File: config.mk
export PLATFORM = sky130hd
export DESIGN_NAME = pipe_stall_ctrl_flat
export DESIGN_NICKNAME = d
export VERILOG_FILES = /design/src/rtl/pipe_stall_ctrl_if.sv /design/src/rtl/pipe_stall_ctrl.sv /design/src/flat_wrapper.sv
export SDC_FILE = /design/constraint.sdc
export NUM_CORES = 1
export LEC_CHECK = 0
export ABC_CLOCK_PERIOD_IN_PS = 2450
export BUFFER_PORTS_ARGS = -buffer_cell sky130_fd_sc_hd__buf_2
export CELL_PAD_IN_SITES_DETAIL_PLACEMENT = 1
export CELL_PAD_IN_SITES_GLOBAL_PLACEMENT = 2
export CORE_MARGIN = 2
export CORE_UTILIZATION = 30
export CTS_BUF_LIST = sky130_fd_sc_hd__clkbuf_4
export DETAILED_ROUTE_END_ITERATION = 12
export GPL_TIMING_DRIVEN = 1
export PLACE_DENSITY = 0.82
export SYNTH_ARGS = -nofsm -noshare
export SYNTH_HDL_FRONTEND = slang
export SYNTH_SLANG_ARGS = --single-unit
File: constraint.sdc
create_clock -name clk -period 2.45 [get_ports clk]
set_input_delay 0.245 -clock clk [delete_from_list [all_inputs] [get_ports clk]]
set_output_delay 0.245 -clock clk [all_outputs]
set_load 0.05 [all_outputs]
File: src/rtl/pipe_stall_ctrl_if.sv
// Handshake bundle between the MIPS32 pipeline and its hazard/stall controller.
// The pipeline side (master) drives decode/execute fields; the controller (slave) returns holds and flushes.
interface pipe_stall_ctrl_if;
   logic [4:0] rs_d;
   logic [4:0] rt_d;
   logic       uses_rs_d;
   logic       uses_rt_d;
   logic       memread_e;
   logic       regwrite_e;
   logic [4:0] rf_wa_e;
   logic       md_start_d;
   logic       mfhilo_d;
   logic       branch_taken_d;
   logic       stall_f;
   logic       stall_d;
   logic       flush_d;
   logic       flush_e;
   logic       md_busy;
   logic       md_done;

   modport master (
      output rs_d, rt_d, uses_rs_d, uses_rt_d, memread_e, regwrite_e, rf_wa_e,
             md_start_d, mfhilo_d, branch_taken_d,
      input  stall_f, stall_d, flush_d, flush_e, md_busy, md_done
   );

   modport slave (
      input  rs_d, rt_d, uses_rs_d, uses_rt_d, memread_e, regwrite_e, rf_wa_e,
             md_start_d, mfhilo_d, branch_taken_d,
      output stall_f, stall_d, flush_d, flush_e, md_busy, md_done
   );
endinterface

File: src/rtl/pipe_stall_ctrl.sv
// Load-use and mult/div hazard controller: holds PC and F/D, bubbles D/E, flushes F/D on taken branches.
// A small IDLE/BUSY counter FSM shadows the multi-cycle mult/div unit.
module pipe_stall_ctrl #(
   parameter int unsigned MD_LATENCY = 32
) (
   input  logic              clk,
   input  logic              rst,
   pipe_stall_ctrl_if.slave  bus
);

   localparam logic [0:0] IDLE = 1'b0;
   localparam logic [0:0] BUSY = 1'b1;
   localparam logic [7:0] CNT_LOAD = 8'(MD_LATENCY - 1);

   logic [0:0] r_state;
   logic [7:0] r_cnt;

   logic w_rs_match;
   logic w_rt_match;
   logic w_lu;
   logic w_busy;
   logic w_done;
   logic w_md_haz;
   logic w_stall;
   logic w_md_accept;

   // $0 is hard-wired zero, so a load targeting it can never feed a dependent instruction
   assign w_rs_match = bus.uses_rs_d & (bus.rs_d == bus.rf_wa_e);
   assign w_rt_match = bus.uses_rt_d & (bus.rt_d == bus.rf_wa_e);
   assign w_lu       = bus.memread_e & bus.regwrite_e & (bus.rf_wa_e != 5'd0)
                       & (w_rs_match | w_rt_match);

   assign w_busy      = (r_state == BUSY);
   assign w_done      = w_busy & (r_cnt == 8'd0);
   assign w_md_haz    = w_busy & (bus.mfhilo_d | bus.md_start_d);
   assign w_stall     = w_lu | w_md_haz;
   assign w_md_accept = (r_state == IDLE) & bus.md_start_d & ~w_lu;

   assign bus.stall_f = w_stall;
   assign bus.stall_d = w_stall;
   assign bus.flush_e = w_stall;
   // A held Decode stage re-resolves its branch once released, so the flush waits for that cycle
   assign bus.flush_d = bus.branch_taken_d & ~w_stall;
   assign bus.md_busy = w_busy;
   assign bus.md_done = w_done;

   always_ff @(posedge clk or negedge rst) begin
      if (!rst) begin
         r_state <= IDLE;
         r_cnt   <= 8'd0;
      end else begin
         case (r_state)
            IDLE: begin
               if (w_md_accept) begin
                  r_state <= BUSY;
                  r_cnt   <= CNT_LOAD;
               end
            end
            BUSY: begin
               if (r_cnt == 8'd0) begin
                  r_state <= IDLE;
               end else begin
                  r_cnt <= r_cnt - 8'd1;
               end
            end
         endcase
      end
   end

endmodule

File: src/flat_wrapper.sv
// flat-port wrapper written by rule: the top's interface ports become plain ports
module pipe_stall_ctrl_flat 
#(
   parameter int unsigned MD_LATENCY = 32
)
  (clk, rst, bus_rs_d, bus_rt_d, bus_uses_rs_d, bus_uses_rt_d, bus_memread_e, bus_regwrite_e, bus_rf_wa_e, bus_md_start_d, bus_mfhilo_d, bus_branch_taken_d, bus_stall_f, bus_stall_d, bus_flush_d, bus_flush_e, bus_md_busy, bus_md_done);
  pipe_stall_ctrl_if bus_i ();
  input  logic clk;
  input  logic rst;
  input wire logic [$bits(bus_i.rs_d)-1:0] bus_rs_d;
  input wire logic [$bits(bus_i.rt_d)-1:0] bus_rt_d;
  input wire logic [$bits(bus_i.uses_rs_d)-1:0] bus_uses_rs_d;
  input wire logic [$bits(bus_i.uses_rt_d)-1:0] bus_uses_rt_d;
  input wire logic [$bits(bus_i.memread_e)-1:0] bus_memread_e;
  input wire logic [$bits(bus_i.regwrite_e)-1:0] bus_regwrite_e;
  input wire logic [$bits(bus_i.rf_wa_e)-1:0] bus_rf_wa_e;
  input wire logic [$bits(bus_i.md_start_d)-1:0] bus_md_start_d;
  input wire logic [$bits(bus_i.mfhilo_d)-1:0] bus_mfhilo_d;
  input wire logic [$bits(bus_i.branch_taken_d)-1:0] bus_branch_taken_d;
  output wire logic [$bits(bus_i.stall_f)-1:0] bus_stall_f;
  output wire logic [$bits(bus_i.stall_d)-1:0] bus_stall_d;
  output wire logic [$bits(bus_i.flush_d)-1:0] bus_flush_d;
  output wire logic [$bits(bus_i.flush_e)-1:0] bus_flush_e;
  output wire logic [$bits(bus_i.md_busy)-1:0] bus_md_busy;
  output wire logic [$bits(bus_i.md_done)-1:0] bus_md_done;
  assign bus_i.rs_d = bus_rs_d;
  assign bus_i.rt_d = bus_rt_d;
  assign bus_i.uses_rs_d = bus_uses_rs_d;
  assign bus_i.uses_rt_d = bus_uses_rt_d;
  assign bus_i.memread_e = bus_memread_e;
  assign bus_i.regwrite_e = bus_regwrite_e;
  assign bus_i.rf_wa_e = bus_rf_wa_e;
  assign bus_i.md_start_d = bus_md_start_d;
  assign bus_i.mfhilo_d = bus_mfhilo_d;
  assign bus_i.branch_taken_d = bus_branch_taken_d;
  assign bus_stall_f = bus_i.stall_f;
  assign bus_stall_d = bus_i.stall_d;
  assign bus_flush_d = bus_i.flush_d;
  assign bus_flush_e = bus_i.flush_e;
  assign bus_md_busy = bus_i.md_busy;
  assign bus_md_done = bus_i.md_done;
  pipe_stall_ctrl #(.MD_LATENCY(MD_LATENCY)) u_core (.clk(clk), .rst(rst), .bus(bus_i));
endmodule
==> results of run 1 <==
==> layout by cell type, fill, tap and decap left out, drive strengths merged, types with 2 or more instances in the layout <==
cell and instances:
nand2 5, buf 31, o22ai 2, o21ai 4, nor2 5, nor2b 2
xnor2 10, dfrtp 9, nor3b 2, a21oi 6, inv 5, clkbuf 4
nor3 3, nand4 2, nand2b 2, or4 3, o211ai 2, a31oi 3
ha 2
==> final cells by class <==
| cell class | instances | area (sq um) |
|---|---|---|
| inverter | 5 | 18.8 |
| clock buffer | 4 | 30.0 |
| timing repair buffer | 32 | 170 |
| tap | 30 | 37.5 |
| multi-input combinational | 74 | 528 |
| sequential | 9 | 225 |
| fill | 312 | 1490 |
==> metal layers <==
metal	part of all wire	vias up	wire length, microns	GRT usage
met3	0.020	4	48	0.0419
met4	0.0079	0	19	0.0523
met2	0.49	6	1170	0.269
met1	0.48	419	1160	0.206
met5	0	-	0	0
li1	-	413	-	-
==> state kept, by name, summed over array words and instances (netlist names) <==
| register | cells |
|---|---|
| u_core.r_cnt | 8 |
| u_core.bus.md_busy | 1 |
==> logic make-up after synthesis <==
family	share of synthesized area
AOI/OAI and AO/OA	0.274
and+or+nand+nor	0.233
xor gates and xnor gates	0.110
buffers and inverters	0.0579
DFF	0.282
adders and majority gates	0.0313
muxes	0.0125
==> worst paths after layout <==
| path | start | endpoint | slack (ns) | cells after the start |
|---|---|---|---|---|
| min in group clk | bus_md_start_d | u_core.r_cnt[3] | 0.38 | 3 |
| setup reg to reg | u_core.r_cnt[0] | u_core.bus.md_busy | 0.50 | 6 |
| setup / recovery | u_core.r_cnt[0] | bus_md_done | 0.26 | 6 |
| max in group asynchronous | rst | u_core.r_cnt[5] | 1.90 | 2 |
| hold / removal | rst | u_core.r_cnt[4] | 0.35 | 2 |
| hold reg to reg | u_core.r_cnt[1] | u_core.r_cnt[1] | 0.60 | 2 |
==> per-stage QoR <==
stage	hold slack [ns]	total power, mW	cell area [sq um]	instances	setup slack, ns
4_1_cts	0.349	0.970	1010	154	0.278
6_report	0.350	0.967	1010	154	0.260
2_1_floorplan	-0.0506	0.701	800	93	0.400
5_1_grt	0.375	1.04	1010	154	0.139
3_3_place_gp	0.114	0.814	970	149	0.557
3_5_place_dp	0.114	0.831	970	149	0.559
==> power by group through the flow <==
stage	Combinational [mW]	Clock, mW	Sequential (mW)
detailed placement	0.518	0	0.313
floorplan	0.409	0	0.292
finish	0.521	0.131	0.314
global route	0.570	0.143	0.323
CTS	0.522	0.138	0.310
global placement	0.504	0	0.310
==> synthesized netlist by cell type, types with 2 or more instances <==
master	number	area share
a21oi_1	6	0.038
a31oi_1	3	0.023
buf_4	2	0.019
clkbuf_1	2	0.0094
dfrtp_1	9	0.28
ha_1	2	0.031
inv_1	5	0.023
nand2_1	5	0.023
nand2b_1	2	0.016
nand4_1	2	0.016
nor2_1	5	0.023
nor2b_1	2	0.016
nor3_1	3	0.019
nor3b_1	2	0.019
o211ai_1	2	0.019
o21ai_0	3	0.019
o22ai_1	2	0.016
or4_1	2	0.019
xnor2_1	10	0.11
==> worst max-delay path: cells and delay by family (launching register included) <==
family	cells	cell delay (ns)
buffers and inverters	2	0.37
DFF	1	0.40
adders and majority gates	1	0.17
and+or+nand+nor	3	0.73
==> impl_metrics.ini, run 1 <==
[worst_setup_path]
cp_cell_sequence = inv_1 -> ha_1 -> nor4b_2 -> nand2_1 -> nor2_1 -> buf_2
cp.required_ns = 2.20
cp.arrival_ns = 1.95
path_max_fanout = 5
path_class = register to primary output
cp-start-kind = register
worst_path_largest_cell_delay_ns = 0.46
end_kind = primary output
worst_path_max_delay_cell = nor4b_2

[route]
routed_wirelength_microns = 2400
drtPass1Iterations = 4
viasPerCell = 5.47
antenna_left = 0
drc = 0
vias = 842
wl_per_cell_microns = 15.6
drtIter0Drc = 12

[synth]
yosysUniqueCellTypes = 43
synth-edff-count = 0
async_flop_share = 1.00
synthFlopType = dfrtp_1
ys_ff_latch = 9
yosysWarnings = 0
synth_seq_area_share = 0.282
postSynthCellCount = 93
avgSynthCellArea_sq_um = 8.60
netlist_area_sq_um = 800
syn_nets = 119

[timing]
slew_viol_final = 0
fin_skew_ns = 0.0117
finalSetupTns_ns = 0
worst_slew_pin_slew_ns = 0.542
hold_viol_final = 0
relSlewSlack = 0.638
rsz0062_at_grt = false
min_period_ns = 2.19
fmax_mhz = 457
fin_crit_sh = 0.894
final-setup-viol-count = 0

[placed_design]
io_buffers = 29
place_congestion = 0.792
place_hpwl_microns = 1920

[clocking]
clock_latency_ns = 0.27
h-tree-depth = 1
cts_setup_buffers = 0
cts_buffer_depth = 2
numCtsBuffers = 3
hold_buffers = 1
cts_resized = 0
cts_sinks = 9
cts_tree = done
root_buffer = clkbuf_4
clk_pin_slew_ns = 0.07

[finish]
nets = 151
postLayoutCoreUtil = 0.404
antenna_cells = 0
syn_to_final_growth_pct = 26.3
drive_above_1_share = 0.323

[power]
powerDensity_mw_per_mm2 = 957
p_sw_frac = 0.461
peakVddDrop_uv = 464
p_seq_frac = 0.325
pwr-share-clk = 0.135
leakagePower_nw = 0.460
p_switching_mw = 0.445
comb_power_share = 0.539
p_int_mw = 0.522

[grt]
grt_max_degree = 14
grt_pass1_vias = 864
grtUsageTotal = 0.163
antenna_found_initial = 0
grt_overflow_total = 0
grt_pass1_wl_microns = 3950

[floorplan]
num_rows = 18
die_area_sq_mm = 0.00309
coreArea_sq_mm = 0.00250
ios = 30
die_h_microns = 55.6
die_w_microns = 55.6
initial_core_util = 0.320

[outcome]
outcome = finished clean

[job]
cap_viol_max_count = 0

[hold_path]
hold_path.class = input port to asynchronous set/reset pin
No activity file was read; power rests on OpenSTA's default activity.
==> run 2, diff against run 1 <==
CORE_ASPECT_RATIO = 1.5   (was not set)
==> run 2 against run 1 <==
Effect of this change: routed wire length decreased by 3.4%; sequential cell count unchanged; clock power decreased by 6%; count of clock-buffer cells in the layout decreased by 1; hold slack got worse by 0.0079 ns; non-clock buffer count decreased by 1; first-iteration DRC count decreased by 50%; critical path type unchanged; critical endpoint unchanged; highest routed layer unchanged.
==> impl_metrics.ini, run 2 (same netlist as run 1, synthesis figures left out) <==
[timing]
hold_viol_final = 0
postLayoutSetupSlackWorst_ns = 0.313
relSlewSlack = 0.662
fmax_mhz = 468
fin_skew_ns = 0.00695
min_period_ns = 2.14
worst_slew_pin_slew_ns = 0.503
finalSetupTns_ns = 0
final-setup-viol-count = 0
fin_crit_sh = 0.872
whs_ns = 0.342
slew_viol_final = 0
rsz0062_at_grt = false

[finish]
nFillCells = 322
design_area_sq_um = 992
final_common_cell = buf_2
regMostFlops = u_core.r_cnt
drive_above_1_share = 0.317
layout_common_cells = 29 x buf_2, 10 x xnor2_1, 9 x dfrtp_1, 6 x a21oi_1
nets = 150
syn_to_final_growth_pct = 24.1
postLayoutCoreUtil = 0.401
largest_reg_flops = 8
fin_cells = 147
antenna_cells = 0

[route]
antenna_left = 0
vias = 856
wl_per_cell_microns = 15.8
drtPass1Iterations = 4
drc = 0
routed_wirelength_microns = 2320
viasPerCell = 5.82
drtIter0Drc = 6

[worst_setup_path]
cp_top_family = simple AND/OR/NAND/NOR gates
worst_path_max_delay_cell = nor4b_2
path_max_fanout = 5
path_buf_inv = 2
cp-start-kind = register
cp_cell_sequence = inv_1 -> ha_1 -> nor4b_2 -> nand2_1 -> nor2_1 -> buf_2
worst_path_largest_cell_delay_ns = 0.41
cp.arrival_ns = 1.89
path_class = register to primary output
cp.required_ns = 2.20
end_kind = primary output

[power]
total_power_mw = 0.955
peakVddDrop_uv = 297
leakagePower_nw = 0.455
powerDensity_mw_per_mm2 = 962

[floorplan]
num_rows = 22
die_w_microns = 46.2
die_area_sq_mm = 0.00310
coreArea_sq_mm = 0.00248
ios = 30
die_h_microns = 67.2
initial_core_util = 0.323

[clocking]
numCtsBuffers = 3
cts_buffer_depth = 2
hold_buffers = 1
root_buffer = clkbuf_4
cts_setup_buffers = 0
h-tree-depth = 1
clk_pin_slew_ns = 0.07
cts_tree = done
cts_sinks = 9
clock_latency_ns = 0.28
cts_resized = 0

[grt]
antenna_found_initial = 0
grt_overflow_total = 0
grt_max_degree = 14
grtUsageTotal = 0.177
grt_pass1_wl_microns = 3950
grt_pass1_vias = 894

[placed_design]
place_congestion = 0.817
dp_slack_ns = 0.567
dp_cells = 142
place_hpwl_microns = 1900
dpl_cell_area_sq_um = 955
io_buffers = 29

[job]
cap_viol_max_count = 0

[hold_path]
hold_path.class = input port to asynchronous set/reset pin

[outcome]
outcome = finished clean
## run 2: worst register-to-register path, delay by kind of cell, from the launching register on
family | cells | cell delay, ns
flops | 1 | 0.60
simple gates | 2 | 0.93
compound gates | 2 | 0.25
## run 2: path summary, 6_finish.rpt
kind | start | end | slack [ns] | cells past startpoint
min in group clk | bus_md_start_d | u_core.r_cnt[3] | 0.39 | 3
min | rst | u_core.r_cnt[1] | 0.34 | 2
max in group asynchronous | rst | u_core.r_cnt[2] | 1.92 | 2
max | u_core.r_cnt[0] | bus_md_done | 0.31 | 6
min reg2reg | u_core.r_cnt[1] | u_core.r_cnt[1] | 0.62 | 2
max reg2reg | u_core.bus.md_busy | u_core.r_cnt[7] | 0.61 | 4
## run 2: routing by layer
| metal | GRT usage | up-vias | share of wire |
|---|---|---|---|
| li1 | - | 410 | - |
| met1 | 0.192 | 405 | 0.38 |
| met2 | 0.309 | 34 | 0.52 |
| met3 | 0.0294 | 7 | 0.061 |
| met4 | 0.100 | 0 | 0.030 |
| met5 | 0 | - | 0 |
## run 2: cell type report
cell class,instances,area [sq um],area share
Sequential cell,9,225,0.227
Clock buffer,3,22.5,0.0227
Multi-Input combinational cell,74,528,0.532
Timing Repair Buffer,31,163,0.164
Clock inverter,1,5.00,0.00504
Inverter,5,18.8,0.0189
Tap cell,24,30.0,0.0303
## run 2: where the power goes
| group | total (mW) | switching [mW] | internal, mW |
|---|---|---|---|
| sequential | 0.310 | 0.0901 | 0.220 |
| clock | 0.123 | 0.0627 | 0.0607 |
| combinational | 0.521 | 0.295 | 0.226 |
